`config.mk`:
```
export PLATFORM = sky130hd
export DESIGN_NAME = bram_stream_writer_flat
export DESIGN_NICKNAME = d
export VERILOG_FILES = /design/src/rtl/bram_stream_writer_if.sv /design/src/rtl/bram_stream_writer.sv /design/src/flat_wrapper.sv
export SDC_FILE = /design/constraint.sdc
export NUM_CORES = 1
export LEC_CHECK = 0
export ABC_AREA = 1
export BUFFER_PORTS_ARGS = -buffer_cell sky130_fd_sc_hd__buf_4
export CORE_ASPECT_RATIO = 1.2
export CORE_MARGIN = 2
export CORE_UTILIZATION = 30
export DETAILED_ROUTE_END_ITERATION = 7
export MAX_ROUTING_LAYER = met4
export PLACE_DENSITY = 0.53
export SLEW_MARGIN = 20
export SYNTH_ARGS = -nofsm -noshare
export SYNTH_HDL_FRONTEND = slang
export SYNTH_SLANG_ARGS = --single-unit
```
`constraint.sdc`:
```
create_clock -name clk -period 3.7 [get_ports clk]
set_input_delay 0.185 -clock clk [delete_from_list [all_inputs] [get_ports clk]]
set_output_delay 0.185 -clock clk [all_outputs]
set_load 0.005 [all_outputs]
```
`src/rtl/bram_stream_writer_if.sv`:
```
`default_nettype none
// ============================================================================
// Module   : bram_stream_writer_if
// Purpose  : Byte stream (valid/ready) plus single-port BRAM bus bundle
//            between the stream writer and its loader/BRAM neighbours.
// Revision : 1.0 - initial release
// ============================================================================
interface bram_stream_writer_if #(
   parameter int ADDR_W = 16,
   parameter int DATA_W = 8
);
   logic [DATA_W-1:0] in_data;
   logic              in_valid;
   logic              in_ready;
   logic [ADDR_W-1:0] addra;
   logic [DATA_W-1:0] dina;
   logic              wea;
   logic [DATA_W-1:0] douta;

   // Writer side: consumes the stream, drives the BRAM port.
   modport master (
      input  in_data, in_valid, douta,
      output in_ready, addra, dina, wea
   );

   // Environment side: produces the stream, implements the BRAM.
   modport slave (
      output in_data, in_valid, douta,
      input  in_ready, addra, dina, wea
   );
endinterface
`default_nettype wire

```
`src/rtl/bram_stream_writer.sv`:
```
`default_nettype none
// ============================================================================
// Module   : bram_stream_writer
// Purpose  : Writes a valid/ready byte stream sequentially into a single-port
//            BRAM from a programmed base, with optional readback checksum.
// Revision : 1.0 - initial release
// ============================================================================
module bram_stream_writer #(
   parameter int ADDR_W   = 16,
   parameter int DATA_W   = 8,
   parameter int MAX_ADDR = 61440,
   parameter int RD_LAT   = 1
) (
   input  logic                  clk,
   input  logic                  rst_n,
   input  logic                  start,
   input  logic [ADDR_W-1:0]     base_addr,
   input  logic [ADDR_W:0]       length,
   input  logic                  verify_en,
   bram_stream_writer_if.master  bus,
   output logic                  busy,
   output logic                  done,
   output logic                  err_range,
   output logic                  verify_ok,
   output logic [ADDR_W:0]       bytes_written
);

   // End address is formed two bits wider than the address so that
   // base+length-1 can never wrap past the range check.
   localparam int                  c_ext_w    = ADDR_W + 2;
   localparam logic [c_ext_w-1:0]  c_max_ext  = c_ext_w'(MAX_ADDR);
   localparam logic [c_ext_w-1:0]  c_one_ext  = c_ext_w'(1);
   localparam logic [ADDR_W:0]     c_one_len  = (ADDR_W+1)'(1);
   localparam logic [ADDR_W-1:0]   c_one_addr = ADDR_W'(1);

   typedef enum logic [2:0] {
      S_IDLE   = 3'd0,
      S_WRITE  = 3'd1,
      S_VERIFY = 3'd2,
      S_DRAIN  = 3'd3,
      S_FIN    = 3'd4
   } state_t;

   state_t              state_q, state_d;
   logic [ADDR_W-1:0]   base_q, base_d;
   logic [ADDR_W:0]     len_q, len_d;
   logic                ver_en_q, ver_en_d;
   logic [ADDR_W-1:0]   cur_addr_q, cur_addr_d;
   logic [ADDR_W:0]     bytes_written_q, bytes_written_d;
   logic [ADDR_W:0]     rd_cnt_q, rd_cnt_d;
   logic [DATA_W-1:0]   wr_sum_q, wr_sum_d;
   logic [DATA_W-1:0]   rd_sum_q, rd_sum_d;
   // Bit 0 marks a read address on addra; bit RD_LAT marks douta valid.
   logic [RD_LAT:0]     vld_q, vld_d;
   logic [ADDR_W-1:0]   addra_q, addra_d;
   logic [DATA_W-1:0]   dina_q, dina_d;
   logic                wea_q, wea_d;
   logic                in_ready_q, in_ready_d;
   logic                busy_q, busy_d;
   logic                done_q, done_d;
   logic                err_range_q, err_range_d;
   logic                verify_ok_q, verify_ok_d;
   logic [c_ext_w-1:0]  end_addr;

   assign end_addr = {2'b00, base_addr} + {1'b0, length} - c_one_ext;

   // Next-state and registered-output computation for the command sequencer.
   always_comb begin
      state_d         = state_q;
      base_d          = base_q;
      len_d           = len_q;
      ver_en_d        = ver_en_q;
      cur_addr_d      = cur_addr_q;
      bytes_written_d = bytes_written_q;
      rd_cnt_d        = rd_cnt_q;
      wr_sum_d        = wr_sum_q;
      rd_sum_d        = rd_sum_q;
      vld_d           = {vld_q[RD_LAT-1:0], 1'b0};
      addra_d         = addra_q;
      dina_d          = dina_q;
      wea_d           = 1'b0;
      in_ready_d      = in_ready_q;
      busy_d          = busy_q;
      done_d          = 1'b0;
      err_range_d     = err_range_q;
      verify_ok_d     = verify_ok_q;

      if (vld_q[RD_LAT]) begin
         rd_sum_d = rd_sum_q + bus.douta;
      end

      case (state_q)
         S_IDLE: begin
            if (start) begin
               base_d          = base_addr;
               len_d           = length;
               ver_en_d        = verify_en;
               cur_addr_d      = base_addr;
               bytes_written_d = '0;
               rd_cnt_d        = '0;
               wr_sum_d        = '0;
               rd_sum_d        = '0;
               err_range_d     = 1'b0;
               verify_ok_d     = 1'b0;
               busy_d          = 1'b1;
               if (length == '0) begin
                  verify_ok_d = verify_en;
                  state_d     = S_FIN;
               end else if (end_addr > c_max_ext) begin
                  err_range_d = 1'b1;
                  state_d     = S_FIN;
               end else begin
                  in_ready_d = 1'b1;
                  state_d    = S_WRITE;
               end
            end
         end

         S_WRITE: begin
            if (bus.in_valid && in_ready_q) begin
               addra_d         = cur_addr_q;
               dina_d          = bus.in_data;
               wea_d           = 1'b1;
               cur_addr_d      = cur_addr_q + c_one_addr;
               bytes_written_d = bytes_written_q + c_one_len;
               wr_sum_d        = wr_sum_q + bus.in_data;
               // Drop ready on the same edge as the final beat so no
               // extra byte can slip in.
               if (bytes_written_q + c_one_len == len_q) begin
                  in_ready_d = 1'b0;
                  state_d    = ver_en_q ? S_VERIFY : S_FIN;
               end
            end
         end

         S_VERIFY: begin
            addra_d  = base_q + rd_cnt_q[ADDR_W-1:0];
            rd_cnt_d = rd_cnt_q + c_one_len;
            vld_d[0] = 1'b1;
            if (rd_cnt_q + c_one_len == len_q) begin
               state_d = S_DRAIN;
            end
         end

         S_DRAIN: begin
            // Compare only once every tagged read has been accumulated.
            if (vld_q == '0) begin
               verify_ok_d = (rd_sum_q == wr_sum_q);
               state_d     = S_FIN;
            end
         end

         S_FIN: begin
            busy_d  = 1'b0;
            done_d  = 1'b1;
            state_d = S_IDLE;
         end

         default: begin
            state_d = S_IDLE;
         end
      endcase
   end

   // State and output registers; async reset clears wea without a clock.
   always_ff @(posedge clk or negedge rst_n) begin
      if (!rst_n) begin
         state_q         <= S_IDLE;
         base_q          <= '0;
         len_q           <= '0;
         ver_en_q        <= 1'b0;
         cur_addr_q      <= '0;
         bytes_written_q <= '0;
         rd_cnt_q        <= '0;
         wr_sum_q        <= '0;
         rd_sum_q        <= '0;
         vld_q           <= '0;
         addra_q         <= '0;
         dina_q          <= '0;
         wea_q           <= 1'b0;
         in_ready_q      <= 1'b0;
         busy_q          <= 1'b0;
         done_q          <= 1'b0;
         err_range_q     <= 1'b0;
         verify_ok_q     <= 1'b0;
      end else begin
         state_q         <= state_d;
         base_q          <= base_d;
         len_q           <= len_d;
         ver_en_q        <= ver_en_d;
         cur_addr_q      <= cur_addr_d;
         bytes_written_q <= bytes_written_d;
         rd_cnt_q        <= rd_cnt_d;
         wr_sum_q        <= wr_sum_d;
         rd_sum_q        <= rd_sum_d;
         vld_q           <= vld_d;
         addra_q         <= addra_d;
         dina_q          <= dina_d;
         wea_q           <= wea_d;
         in_ready_q      <= in_ready_d;
         busy_q          <= busy_d;
         done_q          <= done_d;
         err_range_q     <= err_range_d;
         verify_ok_q     <= verify_ok_d;
      end
   end

   assign bus.in_ready  = in_ready_q;
   assign bus.addra     = addra_q;
   assign bus.dina      = dina_q;
   assign bus.wea       = wea_q;
   assign busy          = busy_q;
   assign done          = done_q;
   assign err_range     = err_range_q;
   assign verify_ok     = verify_ok_q;
   assign bytes_written = bytes_written_q;

endmodule
`default_nettype wire

```
`src/flat_wrapper.sv`:
```
// flat-port wrapper written by rule: the top's interface ports become plain ports
module bram_stream_writer_flat 
#(
   parameter int ADDR_W   = 16,
   parameter int DATA_W   = 8,
   parameter int MAX_ADDR = 61440,
   parameter int RD_LAT   = 1
)
  (clk, rst_n, start, base_addr, length, verify_en, busy, done, err_range, verify_ok, bytes_written, bus_in_data, bus_in_valid, bus_douta, bus_in_ready, bus_addra, bus_dina, bus_wea);
  bram_stream_writer_if #(.ADDR_W(ADDR_W), .DATA_W(DATA_W)) bus_i ();
  input  logic clk;
  input  logic rst_n;
  input  logic start;
  input  logic [ADDR_W-1:0] base_addr;
  input  logic [ADDR_W:0] length;
  input  logic verify_en;
  output logic busy;
  output logic done;
  output logic err_range;
  output logic verify_ok;
  output logic [ADDR_W:0] bytes_written;
  input wire logic [$bits(bus_i.in_data)-1:0] bus_in_data;
  input wire logic [$bits(bus_i.in_valid)-1:0] bus_in_valid;
  input wire logic [$bits(bus_i.douta)-1:0] bus_douta;
  output wire logic [$bits(bus_i.in_ready)-1:0] bus_in_ready;
  output wire logic [$bits(bus_i.addra)-1:0] bus_addra;
  output wire logic [$bits(bus_i.dina)-1:0] bus_dina;
  output wire logic [$bits(bus_i.wea)-1:0] bus_wea;
  assign bus_i.in_data = bus_in_data;
  assign bus_i.in_valid = bus_in_valid;
  assign bus_i.douta = bus_douta;
  assign bus_in_ready = bus_i.in_ready;
  assign bus_addra = bus_i.addra;
  assign bus_dina = bus_i.dina;
  assign bus_wea = bus_i.wea;
  bram_stream_writer #(.ADDR_W(ADDR_W), .DATA_W(DATA_W), .MAX_ADDR(MAX_ADDR), .RD_LAT(RD_LAT)) u_core (.clk(clk), .rst_n(rst_n), .start(start), .base_addr(base_addr), .length(length), .verify_en(verify_en), .bus(bus_i), .busy(busy), .done(done), .err_range(err_range), .verify_ok(verify_ok), .bytes_written(bytes_written));
endmodule
```
# [Yosys cells after proc, flatten, opt, wreduce, memory -nomap -nowiden]
# Index checks and enable logic that the tools add are counted.
# Widths: inputs -> output; s select.
[word_totals] reg_bits=135 in_bits=54 output_inout_bits=47 elab_cells=101
[classes] n_addsub=8 order_cmp=1 eq_ne=14 muxes=42 reduce_logical=18
[ops] cell="$pmux 17 s2" count=2
[ops] cell="$pmux 16 s2" count=2
[ops] cell="$mux 16" count=3
[ops] cell="$mux 8" count=5
[ops] cell="$add 17x1->17 const B" count=2
[ops] cell="$eq 17x17->1" count=2
[ops] cell="$mux 17" count=2
[ops] cell="$mux 3" count=8
[ops] cell="$add 16x17->18" count=1
[ops] cell="$gt 18x16->1 const B" count=1
[ops] cell="$sub 18x1->18 const B" count=1
[ops] cell="$logic_not 17->1" count=1
[ops] cell="$add 16x1->16 const B" count=1
[ops] cell="$add 16x16->16" count=1
[ops] cell="$add 8x8->8" count=2
[ops] cell="$pmux 8 s2" count=1
[ops] cell="$mux 1" count=15
[ops] cell="$pmux 3 s4" count=1
[ops] cell="$reduce_and 2->1" count=5
[ops] cell="$reduce_bool 2->1" count=5
[ops] cell="$eq 8x8->1" count=1
[ops] cell="$ne 2x1->1 const B" count=4
[ops] cell="$eq 3x2->1 const B" count=2
[ops] cell="$ne 2x2->1 const B" count=3
[ops] cell="9 further kinds" count=12

# [Logic depth before layout (Yosys ltp)]
# Gate-level depths: netlist (run 1).
[logic_depth] ltp_word=7 depth_mapped=21

# [Worst setup path after synthesis (run 1)]
# Ideal clock, no wire load.
[synth_timing] kind="in2reg" start="in base_addr[1]" end="reg u_core.in_ready_q, in the netlist u_core.bus.in_ready" setup_ps=117 t_arrival_ps=2163 t_required_ps=3583 setup_slack_ps=1420 cell_stages=19 path_cell_list="inv_1 -> ha_1 -> inv_1 -> ha_1 -> fa_1 -> nand3_1 -> nand3_1 -> nand2_1 -> nand2_1 -> nand3_1 -> nand3_1 -> nand2_1 -> nand2_1 -> inv_1 -> nand3_1 -> nand2_1 -> nand3_1 -> nand2_1 -> nand2_1"
[synth_via] elab_chain_len=5
[synth_lines] item="start: declaration" line="flat_wrapper.sv:14" rtl="input logic [ADDR_W-1:0] base_addr;"
[synth_lines] item="$add 16x17->18" line="bram_stream_writer.sv:65" rtl="assign end_addr = {2'b00, base_addr} + {1'b0, length} - c_one_ext;"
[synth_lines] item="$sub 18x1->18" line="bram_stream_writer.sv:65"
[synth_lines] item="$gt 18x16->1" line="bram_stream_writer.sv:109" rtl="end else if (end_addr > c_max_ext) begin"
[synth_lines] item="$ne 2x2->1 (no line)"
[synth_lines] item="$reduce_and 6->1 (no line)"
[synth_lines] item="end signal: assignment" line="bram_stream_writer.sv:200" rtl="in_ready_q <= in_ready_d;"
[synth_lines] item="end: declaration" line="bram_stream_writer.sv:58" rtl="logic in_ready_q, in_ready_d;"
# No other way between the ends.
# A chain may end at the register's enable or synchronous reset.

# [Final worst setup path (run 1)]
# Ends and elaborated chain as after synthesis.

==> results.md, run 1 <==
- Initial antenna violation count: 0
- Hold Vio Cnt, Final: 0
- Syn Inst Count: 1412
- Startpoint Class: input pin
- Worst Hold Slack: around 20 ps
- Worst Path Arrival: about 3100 ps
- Synth top area share: 0.3456
- Cell repeated most along the worst path: nand2_1
- Combinational family with the most area after synthesis: simple AND/OR/NAND/NOR gates
- Die Y: approximately 200 microns
- Tot Pwr: 7.087 mW
- Critical Path RT: between 4000 and 5000 ps
- Vias: around 9400
- Number of flops mapped to enable cells by yosys: 0
- Detailed Place HPWL: ~24000 microns
- Warning count from the yosys run: 0
- Drt initial violations: approximately 720
- Most frequent cell after synthesis: nand2_1
- Row cnt: 72
- RSZ-0062 raised after global routing: false
- Final #Nets: approximately 1600
- Worst path bufs/invs: 4
- Fill cell count: approximately 3400
- Setup Skew: 11.61 ps
- Fin crit share: 0.7505
- XOR/XNOR share of the synthesized area: 0.02880
- Clk sink count: approximately 140
- Post-synthesis compound-gate area fraction: 0.1312
- Worst path max stage delay: 530 ps
- Slew @ Worst Pin: about 700 ps
- HP Class: in2reg
- Grt ovf: 0
- Post-synthesis mux area share: 0
- Fraction of layout cells with a size suffix above 1: 0.1204
- Clock transition at the registers of the reported paths: 70 ps
- TritonCTS clock tree: yes
- Synth Flop Type: dfrtp_1
- Setup-violating endpoint count in the final report: 0
- Crit path capture type: flip-flop
- Crit path max fanout: 5
- PortBufs: 100
- Outcome: completed
- FFs w/ async S/R, synth: 1.000
- All-Layer GR Usage: 0.1904
- CP max stage cell: dlygate4sd3_1
- Top cells by area, synth: dfrtp_1, nand2_1, inv_1
- Worst-path cell chain: dlygate4sd3_1 -> buf_4 -> inv_1 -> ha_1 -> inv_1 -> ha_1 -> fa_1 -> nand3_1 -> nand3_1 -> nand2_1 -> nand3_1 -> nand2_1 -> nand2_1 -> nor2_1 -> nand4_1 -> nand2_1 -> nand3_1 -> nand2_1 -> nand3_1 -> nand2_1 -> nand2_1
- First-pass GRT wire length: around 49000 microns
- Wire per inst: approximately 16 microns
- ANT cells: 0
- Sequential area share after synthesis: 0.3456
- FMAX: 0.3601 GHz
- Largest net degree at the start of global routing: 65
- Vias in the first global route: around 9000
- Mapped Nets: around 1500
- Post-synthesis simple-gate area fraction: 0.2972
- IO Pins: between 100 and 150
- CP delay by family, top: simple AND/OR/NAND/NOR gates
- Post-Syn Area per Cell: 6.923 sq um
- Via density: slightly below 5
- Crit Path Category: in2reg
- GP Congestion: a little over 0.9
- CTS Buffer Depth: 2
- Maximum VDD drop: 257.3 uV
- Max cap viols: 0
- Post-Synth Adder-Cell Area: 0.09011
- Max H-tree Level: 4
- Residual DRC count: 0
- Post-synthesis register bit count: about 140
- Min cycle time layout: 2777 ps
- Top cells by count, synth: nand2_1, inv_1, dfrtp_1
- Rel. slew slack: 0.5310
- Post-Syn Area: approximately 9800 sq um
- Synth area leader: dfrtp_1
- Die X: 168.8 microns
- Synth unique cells: 51
- Die area: 34050 sq um
- Setup TNS: 0 ps
- CTS buffer count: 17
- CORE AREA: 32160 sq um
- Post-CTS Setup Bufs: 0
- Final Max Slew Viols: 0
- Power per cell area: ~610 nW/um^2
- Routed Antenna Nets: 0
- Area growth syn-to-layout: 19.81%
- Root Driver: clkbuf_16
- Initial Util: 0.3040
- Static Leakage: roughly 6 nW
- Wirelength, routed: a little over 30000 microns
- Pre-antenna DRT Iters: 5
- Clk_lat worst skew: 440 ps
## tightest hold or removal path, delay by kind of cell
| family | cells | cell delay, ps |
|---|---|---|
| AO/OA/AOI/OAI | 1 | 70 |
| buffers and inverters | 1 | 100 |
| AND/OR/NAND/NOR | 1 | 70 |
## where the power goes
part	internal [mW]	switching (mW)	total (mW)
logic	1.16	1.75	2.92
registers	1.99	0.477	2.47
clock network	0.992	0.711	1.70
## state kept, by name, summed over array words and instances, names as in the netlist, 2 cells and up
register / cells
u_core.bus.addra: 16
u_core.bytes_written: 17
u_core.bus.dina: 8
u_core.rd_sum_q: 8
u_core.wr_sum_q: 8
u_core.vld_q: 2
u_core.rd_cnt_q: 17
u_core.len_q: 17
u_core.cur_addr_q: 16
u_core.base_q: 16
u_core.state_q: 3
## per-stage QoR
| stage | std cells | util | setup WS, ps | instance area (sq um) |
|---|---|---|---|---|
| after floorplan | 1412 | - | 1420 | 9776 |
| after global placement | 1900 | 0.3427 | 987.7 | 11020 |
| after detailed placement | 1900 | 0.3427 | 970.9 | 11020 |
| after CTS | 1943 | 0.3642 | 906.1 | 11710 |
| after global routing | 1943 | 0.3642 | 690.4 | 11710 |
| final | 1943 | 0.3642 | 923.3 | 11710 |
## path summary, 6_finish.rpt
| kind | startpoint | to | slack, ps | cells past startpoint |
|---|---|---|---|---|
| max | base_addr[1] | u_core.bus.in_ready | 920 | 21 |
| min | length[3] | u_core.len_q[3] | 20 | 3 |
| max reg2reg | u_core.state_q[2] | u_core.bytes_written[16] | 1110 | 11 |
| min reg2reg | u_core.vld_q[0] | u_core.vld_q[1] | 410 | 0 |
| max in group asynchronous | rst_n | u_core.rd_cnt_q[6] | 2560 | 3 |
| min in group asynchronous | rst_n | u_core.base_q[3] | 290 | 2 |
## repair_timing
item / CTS / global route
resized for setup: 0 / 0
hold buffers: 11 / 0
endpoints found under the hold margin: 71 / 0
## routing by layer
| layer | part of all wire | routed length [microns] | global-route usage |
|---|---|---|---|
| met5 | 0 | 0 | - |
| met1 | 0.45 | 13810 | 0.2447 |
| met3 | 0.036 | 1083 | 0.02360 |
| met4 | 0.017 | 505 | 0.05142 |
| met2 | 0.50 | 15100 | 0.3163 |
## layout make-up
type                       instances  area, sq um  area share
tap                              407        509.2     0.04348
timing repair buffer             124        974.7     0.08322
clock buffer                      17        425.4     0.03632
multi-input combinational       1002         5358      0.4574
inverter                         243        912.1     0.07788
sequential                       135         3378      0.2884
clock inverter                    15        155.1     0.01325
## logic make-up (layout without fill, tap and decap cells)
| kind of cell | count (synthesis) | count (layout) |
|---|---|---|
| flip-flops | 135 | 135 |
| AND/OR/NAND/NOR | 679 | 679 |
| AO/OA/AOI/OAI | 226 | 226 |
| buffers and inverters | 275 | 399 |
| XOR/XNOR | 29 | 29 |
| adder cells (fa/ha/maj) | 68 | 68 |
## cells in the final DEF, fill, tap and decap left out, types with 4 or more instances in the layout
| cell type | count |
|---|---|
| nand2_1 | 402 |
| inv_1 | 236 |
| dfrtp_1 | 135 |
| buf_4 | 111 |
| nand3_1 | 108 |
| nor2_1 | 93 |
| o21ai_0 | 92 |
| ha_1 | 64 |
| a21oi_1 | 60 |
| o22ai_1 | 34 |
| nand4_1 | 25 |
| xor2_1 | 17 |
| clkbuf_16 | 17 |
| dlygate4sd3_1 | 11 |
| xnor2_1 | 10 |
| or2_2 | 10 |
| nor3_1 | 10 |
| inv_2 | 7 |
| nor2_2 | 6 |
| o221ai_1 | 6 |
| clkinvlp_4 | 6 |
| o211ai_1 | 5 |
| nor2_4 | 5 |
| o21ai_1 | 5 |
| nand2_2 | 4 |
| nand3b_1 | 4 |
| fa_1 | 4 |
Power figures use the tool's default switching activity.
==> inputs of run 2 (changes only) <==
--- a/config.mk
+++ b/config.mk
@@ -12,7 +12,7 @@
 export CORE_UTILIZATION = 30
 export DETAILED_ROUTE_END_ITERATION = 7
 export MAX_ROUTING_LAYER = met4
-export PLACE_DENSITY = 0.53
+export PLACE_DENSITY = 0.55
 export SLEW_MARGIN = 20
 export SYNTH_ARGS = -nofsm -noshare
 export SYNTH_HDL_FRONTEND = slang
==> constraint.sdc (replaced) <==
create_clock -name clk -period 2.35 [get_ports clk]
set_input_delay 0.1175 -clock clk [delete_from_list [all_inputs] [get_ports clk]]
set_output_delay 0.1175 -clock clk [all_outputs]
set_load 0.005 [all_outputs]
==> run 2 against run 1 <==
  * Worst setup slack got worse by 810 ps
  * Design area grew 6.6%
  * Sequential share of layout area down 1.7 points
  * Combinational power increased by 70%
==> results.md, run 2 (synthesis gave the netlist of run 1 again) <==
- Clock transition at the registers of the reported paths: 60 ps
- FMAX: between 0.4 and 0.5 GHz
- TritonCTS clock tree: yes
- CTS buffer count: 17
- Die area: about 34000 sq um
- Residual DRC count: 0
- Fill cell count: 3345
- Via density: between 4 and 5
- Die Y: roughly 200 microns
- Worst Path Arrival: ~2600 ps
- Drt initial violations: between 500 and 600
- Wire per inst: about 16 microns
- First-pass GRT wire length: approximately 50000 microns
- Area growth syn-to-layout: 27.67%
- Crit Path Category: reg2reg
- Clk_lat worst skew: approximately 440 ps
- Vias in the first global route: between 9000 and 10000
- Final #Nets: 1714
- Setup-violating endpoint count in the final report: 0
- Max cap viols: 0
- Min cycle time layout: 2234 ps
- Grt ovf: 0
- Outcome: completed
- Row cnt: a little over 70
- Placed cell count: ~2000
- Pre-antenna DRT Iters: 5
- Initial antenna violation count: 1
- Die X: 168.8 microns
- Startpoint Class: flip-flop
- Critical Path RT: 2690 ps
- CORE AREA: between 30000 and 40000 sq um
- Crit path capture type: flip-flop
- Initial Util: 0.3040
- Fraction of layout cells with a size suffix above 1: 0.1802
- Crit path max fanout: 4
- Multi-input gate area: ~5600 sq um
- Max H-tree Level: 4
- Rel. slew slack: 0.6985
- Routed Antenna Nets: 0
- Final non-filler cell total: about 2000
- Detailed Place HPWL: ~25000 microns
- Clk sink count: approximately 140
- Most common cell after layout, fill and taps aside: nand2_1
- CTS Buffer Depth: 2
- Static Leakage: approximately 6.3 nW
- Root Driver: clkbuf_16
- Setup Skew: 12.59 ps
- Hold Vio Cnt, Final: 0
- Register area: 3386 sq um
- HP Class: in2reg
- Dpl ws: -301.2 ps
- Vias: between 9000 and 10000
- Setup TNS: 0 ps
- GP Congestion: 0.8896
- Power per cell area: slightly above 900 nW/um^2
- Slew @ Worst Pin: about 450 ps
- Most frequent cells in the layout: nand2_1, inv_1, buf_4, dfrtp_1, nand3_1
- All-Layer GR Usage: 0.1956
- Post-Route Utilization: 0.3881
- Largest net degree at the start of global routing: 52
- Worst setup margin: around 120 ps
- Final Max Slew Viols: 0
- RSZ-0062 raised after global routing: true
- PortBufs: 100
- Worst Hold Slack: between 15 and 20 ps
- IO Pins: around 100
- Fin crit share: 0.9508
- Maximum VDD drop: 456.7 uV
- Wirelength, routed: ~32000 microns
run 2: cell count changes in the layout (fill, tap and decap cells not counted), sizes merged:
| cell | before | now |
|---|---|---|
| buf | 113 | 172 |
| bufinv | 2 | 1 |
| clkbuf | 17 | 20 |
| clkinv | 5 | 6 |
| clkinvlp | 6 | 3 |
| diode | 0 | 1 |
| dlygate4sd3 | 11 | 21 |
| inv | 245 | 244 |
run 2: final timing paths:
kind	start	to	slack (ps)	cells past startpoint
max	u_core.rd_cnt_q[0]	u_core.state_q[0]	120	14
min	base_addr[9]	u_core.cur_addr_q[9]	20	3
max reg2reg	u_core.rd_cnt_q[0]	u_core.state_q[0]	120	14
min reg2reg	u_core.vld_q[0]	u_core.vld_q[1]	420	0
max in group asynchronous	rst_n	u_core.bytes_written[10]	1510	3
min in group asynchronous	rst_n	u_core.cur_addr_q[1]	170	2
run 2: routing by layer:
layer	up-vias	GRT usage	share of wire
li1	4944	-	-
met1	4617	0.2496	0.44
met2	166	0.3242	0.50
met3	33	0.02773	0.040
met4	0	0.05326	0.017
met5	-	-	0
run 2: where the power goes:
group / internal, mW / leakage, nW / switching (mW)
combinational: 2.04 / 4.36 / 2.91
sequential: 3.14 / 1.73 / 0.719
clock: 1.47 / 0.262 / 1.07
run 2: what timing repair did:
item,4_1_cts,5_1_grt
resized for setup,0,64
hold buffers,21,0
endpoints found under the setup margin,0,12
buffers inserted,0,5
endpoints found under the hold margin,59,0
run 2: layout make-up:
type	count	area share
Multi-Input combinational cell	1002	0.4462
Sequential cell	135	0.2713
Timing Repair Buffer	193	0.1242
Inverter	243	0.07328
Tap cell	407	0.04080
Clock buffer	20	0.03579
Clock inverter	11	0.008221
Antenna cell	1	0.0002005
run 2: through the flow:
| step | power, mW | cell area (sq um) |
|---|---|---|
| 5_1_grt | 12.27 | 12480 |
| 4_1_cts | 11.28 | 12210 |
| 3_3_place_gp | 8.597 | 11450 |
| 6_report | 11.35 | 12480 |
| 3_5_place_dp | 8.668 | 11450 |
| 2_1_floorplan | 6.725 | 9776 |
run 2: worst max-delay path, cell delays in order (launching register included):
cell	delay (ps)
dfrtp_2	480
ha_4	200
or2_2	280
nand2_1	90
nand2_1	50
nand2_1	50
nand3_1	90
nor2_2	130
nand3_2	100
nor3_2	200
nand3_2	140
nand2_2	100
nand3_2	80
nand2_1	80
nand2_1	50
